--- src/rtl/pong_match_ctrl.sv ---
// Pong match sequencer: serve/play/point/over flow, edge miss detection and
// per-player scoring for the ball/paddle datapath and score display.
module pong_match_ctrl #(
    parameter int SERVE_FRAMES = 60,
    parameter int POINT_FRAMES = 90,
    parameter int WIN_SCORE    = 9,
    parameter int MISS_X_L     = 2,
    parameter int MISS_X_R     = 630
) (
    input  logic       clk,
    input  logic       rst,
    input  logic       refr_tick,
    input  logic       btn_start,
    input  logic [9:0] ball_x,
    output logic       ball_en,
    output logic       ball_reset,
    output logic       serve_dir,
    output logic [3:0] score_l,
    output logic [3:0] score_r,
    output logic       game_over,
    output logic [2:0] state_o
);

    typedef enum logic [2:0] {
        S_IDLE  = 3'd0,
        S_SERVE = 3'd1,
        S_PLAY  = 3'd2,
        S_POINT = 3'd3,
        S_OVER  = 3'd4
    } state_t;

    localparam logic [7:0] L_SERVE_LAST = 8'(SERVE_FRAMES - 1);
    localparam logic [7:0] L_POINT_LAST = 8'(POINT_FRAMES - 1);
    localparam logic [3:0] L_WIN        = 4'(WIN_SCORE);
    localparam logic [9:0] L_MISS_L     = 10'(MISS_X_L);
    localparam logic [9:0] L_MISS_R     = 10'(MISS_X_R);

    state_t     r_state;
    logic [7:0] r_cnt;
    logic       r_start_q;
    logic       r_ball_en;
    logic       r_ball_reset;
    logic       r_serve_dir;
    logic [3:0] r_score_l;
    logic [3:0] r_score_r;
    logic       r_game_over;

    logic       w_start_pe;

    assign w_start_pe = btn_start & ~r_start_q;

    always_ff @(posedge clk or posedge rst) begin
        if (rst) begin
            r_state      <= S_IDLE;
            r_cnt        <= 8'd0;
            r_start_q    <= 1'b0;
            r_ball_en    <= 1'b0;
            r_ball_reset <= 1'b0;
            r_serve_dir  <= 1'b1;
            r_score_l    <= 4'd0;
            r_score_r    <= 4'd0;
            r_game_over  <= 1'b0;
        end else begin
            r_start_q    <= btn_start;
            r_ball_reset <= 1'b0;
            case (r_state)
                S_IDLE: begin
                    if (w_start_pe) begin
                        r_state      <= S_SERVE;
                        r_ball_reset <= 1'b1;
                        r_cnt        <= 8'd0;
                    end
                end
                S_SERVE: begin
                    if (refr_tick) begin
                        if (r_cnt == L_SERVE_LAST) begin
                            r_state   <= S_PLAY;
                            r_ball_en <= 1'b1;
                            r_cnt     <= 8'd0;
                        end else begin
                            r_cnt <= r_cnt + 8'd1;
                        end
                    end
                end
                S_PLAY: begin
                    // Serve goes toward the player who just conceded.
                    if (ball_x <= L_MISS_L) begin
                        if (r_score_r < L_WIN) r_score_r <= r_score_r + 4'd1;
                        r_serve_dir <= 1'b0;
                        r_state     <= S_POINT;
                        r_ball_en   <= 1'b0;
                        r_cnt       <= 8'd0;
                    end else if (ball_x >= L_MISS_R) begin
                        if (r_score_l < L_WIN) r_score_l <= r_score_l + 4'd1;
                        r_serve_dir <= 1'b1;
                        r_state     <= S_POINT;
                        r_ball_en   <= 1'b0;
                        r_cnt       <= 8'd0;
                    end
                end
                S_POINT: begin
                    if (refr_tick) begin
                        if (r_cnt == L_POINT_LAST) begin
                            r_cnt <= 8'd0;
                            if (r_score_l == L_WIN || r_score_r == L_WIN) begin
                                r_state     <= S_OVER;
                                r_game_over <= 1'b1;
                            end else begin
                                r_state      <= S_SERVE;
                                r_ball_reset <= 1'b1;
                            end
                        end else begin
                            r_cnt <= r_cnt + 8'd1;
                        end
                    end
                end
                S_OVER: begin
                    if (w_start_pe) begin
                        r_score_l    <= 4'd0;
                        r_score_r    <= 4'd0;
                        r_serve_dir  <= 1'b1;
                        r_game_over  <= 1'b0;
                        r_state      <= S_SERVE;
                        r_ball_reset <= 1'b1;
                        r_cnt        <= 8'd0;
                    end
                end
                default: begin
                    r_state     <= S_IDLE;
                    r_ball_en   <= 1'b0;
                    r_game_over <= 1'b0;
                    r_cnt       <= 8'd0;
                end
            endcase
        end
    end

    assign ball_en    = r_ball_en;
    assign ball_reset = r_ball_reset;
    assign serve_dir  = r_serve_dir;
    assign score_l    = r_score_l;
    assign score_r    = r_score_r;
    assign game_over  = r_game_over;
    assign state_o    = r_state;

endmodule

--- config.mk ---
export PLATFORM = sky130hd
export DESIGN_NAME = pong_match_ctrl
export DESIGN_NICKNAME = d
export VERILOG_FILES = /design/src/rtl/pong_match_ctrl.sv
export SDC_FILE = /design/constraint.sdc
export NUM_CORES = 1
export LEC_CHECK = 0
export CORE_AREA = 2 2 55 57
export CTS_CLUSTER_SIZE = 12
export DETAILED_ROUTE_END_ITERATION = 10
export DIE_AREA = 0 0 57 59
export PLACE_DENSITY = 0.87
export SETUP_SLACK_MARGIN = 0.15
export SLEW_MARGIN = 20
export SYNTH_ARGS = -nofsm -noshare
export SYNTH_HDL_FRONTEND = slang
export SYNTH_SLANG_ARGS = --single-unit
--- constraint.sdc ---
create_clock -name clk -period 2.25 [get_ports clk]
set_input_delay 0.3375 -clock clk [delete_from_list [all_inputs] [get_ports clk]]
set_output_delay 0.3375 -clock clk [all_outputs]
set_load 0.05 [all_outputs]
; ---- Yosys cells after proc, flatten, opt, wreduce, memory -nomap -nowiden
; Index checks and enable logic that the tools add are counted.
[totals]
ff_bits = 24
inputBits = 14
out_inout_bits = 15
word_cells = 98
[op_classes]
add_sub_neg = 3
n_lt_le_gt_ge = 4
eq_ne = 21
muxes = 44
bitwise_logic = 4
reduce_logical = 13
[ops]
columns = cell, n
row1 = 8-bit 2-to-1 mux, 7
row2 = 8-bit case mux with 4 select lines, 1
row3 = 3-bit 2-to-1 mux, 8
row4 = 4-bit 2-to-1 mux, 6
row5 = 2-bit != test (second input constant), 11
row6 = 4-bit case mux with 2 select lines, 2
row7 = 1-bit 2-to-1 mux, 15
row8 = 3-bit case mux with 4 select lines, 1
row9 = 4-bit AND reduction, 3
row10 = 10-bit greater-or-equal comparator (second input constant), 1
row11 = 10-bit by 2-bit <= comparator with 1-bit output (second input constant), 1
row12 = 5-bit AND reduction, 2
row13 = 4-bit by 1-bit adder with 4-bit output (second input constant), 2
row14 = 8-bit by 1-bit adder with 8-bit output (second input constant), 1
row15 = 4-bit equality test (second input constant), 2
row16 = 8-bit by 6-bit equality test with 1-bit output (second input constant), 1
row17 = 8-bit by 7-bit equality test with 1-bit output (second input constant), 1
row18 = 4-bit < comparator (second input constant), 2
row19 = 3-bit by 2-bit equality test with 1-bit output (second input constant), 2
row20 = 1-bit case mux with 3 select lines, 2
row21 = 6-bit AND reduction, 1
row22 = 3-bit OR reduction, 2
row23 = 1-bit case mux with 2 select lines, 2
row24 = 3-bit by 1-bit equality test with 1-bit output (second input constant), 1
row25 = 10 further kinds, 12

; ---- Longest topological paths before layout
[depth]
word_depth = 6
depth_mapped = 7
ltp_nobuf = 6

; ---- Least setup slack after synthesis
; No wires, ideal clock.
[synth_timing]
path_type = register -> register
from = register r_state[1] (netlist: state_o[1])
to = register r_cnt[0]
setup_time_ns = 0.082
t_arrival_ns = 1.767
required_ns = 2.168
setup_slack_ns = 0.401
path_stages_with_launch = 5
synth_period_minus_slack_ns = 1.849
cell_sequence = dfrtp_1 > buf_4 > or3b_4 > or3_1 > a31oi_1
[synth_via]
elab_chain_cells = 4
elab_cells_between_ends = 12
cone_classes = eq/ne (8) / mux (1) / reduce/logical (3)
[synth_lines]
columns = element, line_no
row1 = start: declaration, 38  ; state_t r_state;
row2 = start signal: assignment, 54  ; r_state <= S_IDLE;
row3 = start signal: assignment, 69  ; r_state <= S_SERVE;
row4 = start signal: assignment, 77  ; r_state <= S_PLAY;
row5 = 3-bit equality test or 3-bit logical NOT (tied branches), 66  ; case (r_state)
row6 = 2-bit OR reduction (no line), -
row7 = 2-bit by 1-bit != test with 1-bit output (no line), -
row8 = 4-bit AND reduction (no line), -
row9 = end signal: assignment, 81  ; r_cnt <= r_cnt + 8'd1;
row10 = end signal: assignment, 113  ; r_cnt <= r_cnt + 8'd1;
row11 = end: declaration, 39  ; logic [7:0] r_cnt;
; Parallel ways exist; a longest one is shown, timed or not.
; A chain may end at the register's enable or synchronous reset.

; ---- Worst setup path in the final report
[layout_timing]
from = register r_state[0] (netlist: state_o[0])
to = output state_o[0]
[layout_lines]
columns = element, line_no
row1 = end: declaration, 21  ; output logic [2:0] state_o
; No word-level cell between the ends.

==> impl_metrics.json <==
{
  "clk_pin_slew_ps": 140,
  "tns_ps": 0,
  "critPathArrivalTime_ps": 1680,
  "synth_edf_count": 0,
  "numCtsBuffers": 3,
  "reg2reg_depth": 5,
  "path_cells": "clkdlybuf4s50_1",
  "cts_resized": 1,
  "grt_usage_pct": 22.9,
  "critPathKind": "reg -> out",
  "start_util_pct": 54.8,
  "cts_root_buf": "clkbuf_4",
  "ys.flop_type": "dfrtp_1",
  "viasPerCell": 6.40,
  "cp_max_fo": 6,
  "grt_pass1_vias": 1436,
  "multi_input_area_sq_um": 810,
  "dpl.cell_count": 214,
  "period_share_pct": 89.6,
  "layout-drive-gt1-share_pct": 9.09,
  "whs_ps": 346,
  "maxSlewHeadroom_pct": 66.0,
  "antenna_found_initial": 0,
  "async_flop_share_pct": 100,
  "avgSynthCellArea_sq_um": 9.47,
  "seqCellArea_sq_um": 602,
  "synth_most_common_cell": "dfrtp_1",
  "cts_sinks": 24,
  "start_kind": "flip-flop",
  "slew_violations": 0,
  "r2r-end": "r_cnt[7]",
  "seq_area_frac_synth_pct": 40.5,
  "dieArea_sq_um": 3360,
  "yosys.area.top_type_share_pct": 38.7,
  "cts_tree": "built",
  "layout.cells.non_filler": 218,
  "r2r_setup_slack_ps": 410,
  "drcViolationCount": 0,
  "ant_nets": 0,
  "worst_pin_slew_ps": 508,
  "design.core.area_sq_um": 2710,
  "area_delta_synth_final_pct": 23.5,
  "post_cts_buffers": 0,
  "final.fill_count": 235,
  "place_area_sq_um": 1800,
  "leakagePower_nw": 0.817,
  "synth_nets": 179,
  "crit_path_end_kind": "output port",
  "hold_class": "in -> async",
  "synth_cell_types": 45,
  "min_period_ps": 2020,
  "yosys-top-cells-count": "dfrtp_1 (23), nand2_1 (13), inv_1 (10)",
  "p_sw_share_pct": 36.2,
  "insertedDiodeCount": 0,
  "cpLargestDelayFamily": "buffers and inverters",
  "cts_hold_buf": 0,
  "p_int_mw": 0.787,
  "clockBufferDepth": 2,
  "outcome": "finished, final reports clean",
  "slowest_stage": "clkdlybuf4s50_1",
  "combPwrFrac_pct": 31.5,
  "maxCapViolCount": 0,
  "routed_wl_um": 3590,
  "die_width_um": 57,
  "netlist_area_sq_um": 1490,
  "fin_worst_skew_ps": 7.11,
  "r2r_start": "r_cnt[0]",
  "wl_per_cell_um": 16.4,
  "vias": 1395,
  "hold_violations": 0,
  "ys_ff_latch": 24,
  "slowest_delay_ps": 850,
  "grt_max_degree": 25,
  "routabilityCongestion": 0.851,
  "synth.yosys.warnings": 0,
  "synth_area_leaders": "dfrtp_1 (39%), ha_1 (6.7%), o2bb2ai_1 (4.1%)",
  "fin_nets": 210,
  "setup_viol": 0,
  "rsz0062_at_grt": "false",
  "seq_power_share_pct": 49.5,
  "final_util_pct": 67.7,
  "clkLatencyLatePin_ps": 320,
  "max_freq_mhz": 496,
  "rows": 19,
  "path_buf_inv": 1,
  "grt_pass1_wl_um": 6080,
  "p_sw_mw": 0.447,
  "drtIter0Drc": 60,
  "dr.pass1.iters": 4,
  "critPathRequiredTime_ps": 1910,
  "final_cell_area_sq_um": 1840,
  "p_per_area_nw_per_um2": 672,
  "gr-total-overflow": 0,
  "synth_area_leader_cell": "dfrtp_1",
  "postSynthCellCount": 157,
  "max-vdd-ir-drop_uv": 648,
  "ioPinCount": 29,
  "die_h_um": 59,
  "dp_hpwl_um": 2700,
  "pwr-share-clk_pct": 19.0,
  "portBuffers": 28,
  "h-tree-depth": 1
}
area by class of cell:
cell class | instances | share of cell area (%)
Tap cell | 31 | 2.11
Clock buffer | 4 | 1.98
Multi-Input combinational cell | 117 | 44.1
Sequential cell | 24 | 32.8
Inverter | 10 | 2.04
Timing Repair Buffer | 32 | 17.0
worst reg2reg max path: stages, from the launching register on:
cell       delay (ps)
dfrtp_1           460
ha_1              280
and4bb_2          260
o21ai_0           260
nand2_1           270
o2bb2ai_1         220
routing by layer:
metal / up-vias / part of all wire [%] / GRT usage [%]
li1: 642 / - / -
met1: 682 / 40 / 26.8
met2: 59 / 52 / 41.2
met3: 12 / 5.5 / 3.71
met4: 0 / 2.5 / 11.0
met5: - / 0 / 0
power groups by stage:
stage                     sequential (mW)  combinational [mW]  clock, mW
after CTS                           0.609               0.388      0.240
after detailed placement            0.619               0.390          0
final                               0.611               0.389      0.234
after global placement              0.611               0.371          0
after floorplan                     0.617               0.266          0
after global routing                0.626               0.428      0.257
kinds of logic after synthesis:
family	synth area share, %
simple gates	21.9
flops	40.5
mux	3.37
buf+inv	5.05
compound gates	21.9
fa+ha+maj	6.73
xor+xnor	0.589
worst max-delay path by stage:
stage	from	endpoint	slack [ps]	cells after the start
finish	state_o[0]	state_o[0]	230	1
detailed placement	ball_x[6]	r_cnt[1]	170	5
global placement	ball_x[3]	r_cnt[1]	300	5
CTS	state_o[2]	state_o[2]	190	1
global route	serve_dir	serve_dir	190	1
floorplan	state_o[1]	r_cnt[0]	400	4
layout by cell type (no fill, tap or decap), drive strengths merged, types with 5 or more instances in the layout:
cell / netlist / layout
mux2i: 5 / 5
o2bb2ai: 7 / 7
nand3: 8 / 8
o21ai: 7 / 7
inv: 10 / 10
nor2: 8 / 8
a21oi: 10 / 10
dfrtp: 23 / 23
nor2b: 5 / 5
clkdlybuf4s50: 0 / 26
nand2: 13 / 13
ha: 8 / 8
sequential cells by signal, indices dropped and copies added, names as in the netlist:
name	cells
score_r	4
state_o	3
ball_reset	1
score_l	4
serve_dir	1
r_start_q	1
ball_en	1
r_cnt	8
game_over	1
through the flow:
step	total power [mW]	worst slack (ps)
2_1_floorplan	0.883	401
3_3_place_gp	0.982	298
3_5_place_dp	1.01	170
4_1_cts	1.24	189
5_1_grt	1.31	194
6_report	1.23	235
No activity file was read; power rests on OpenSTA's default activity.
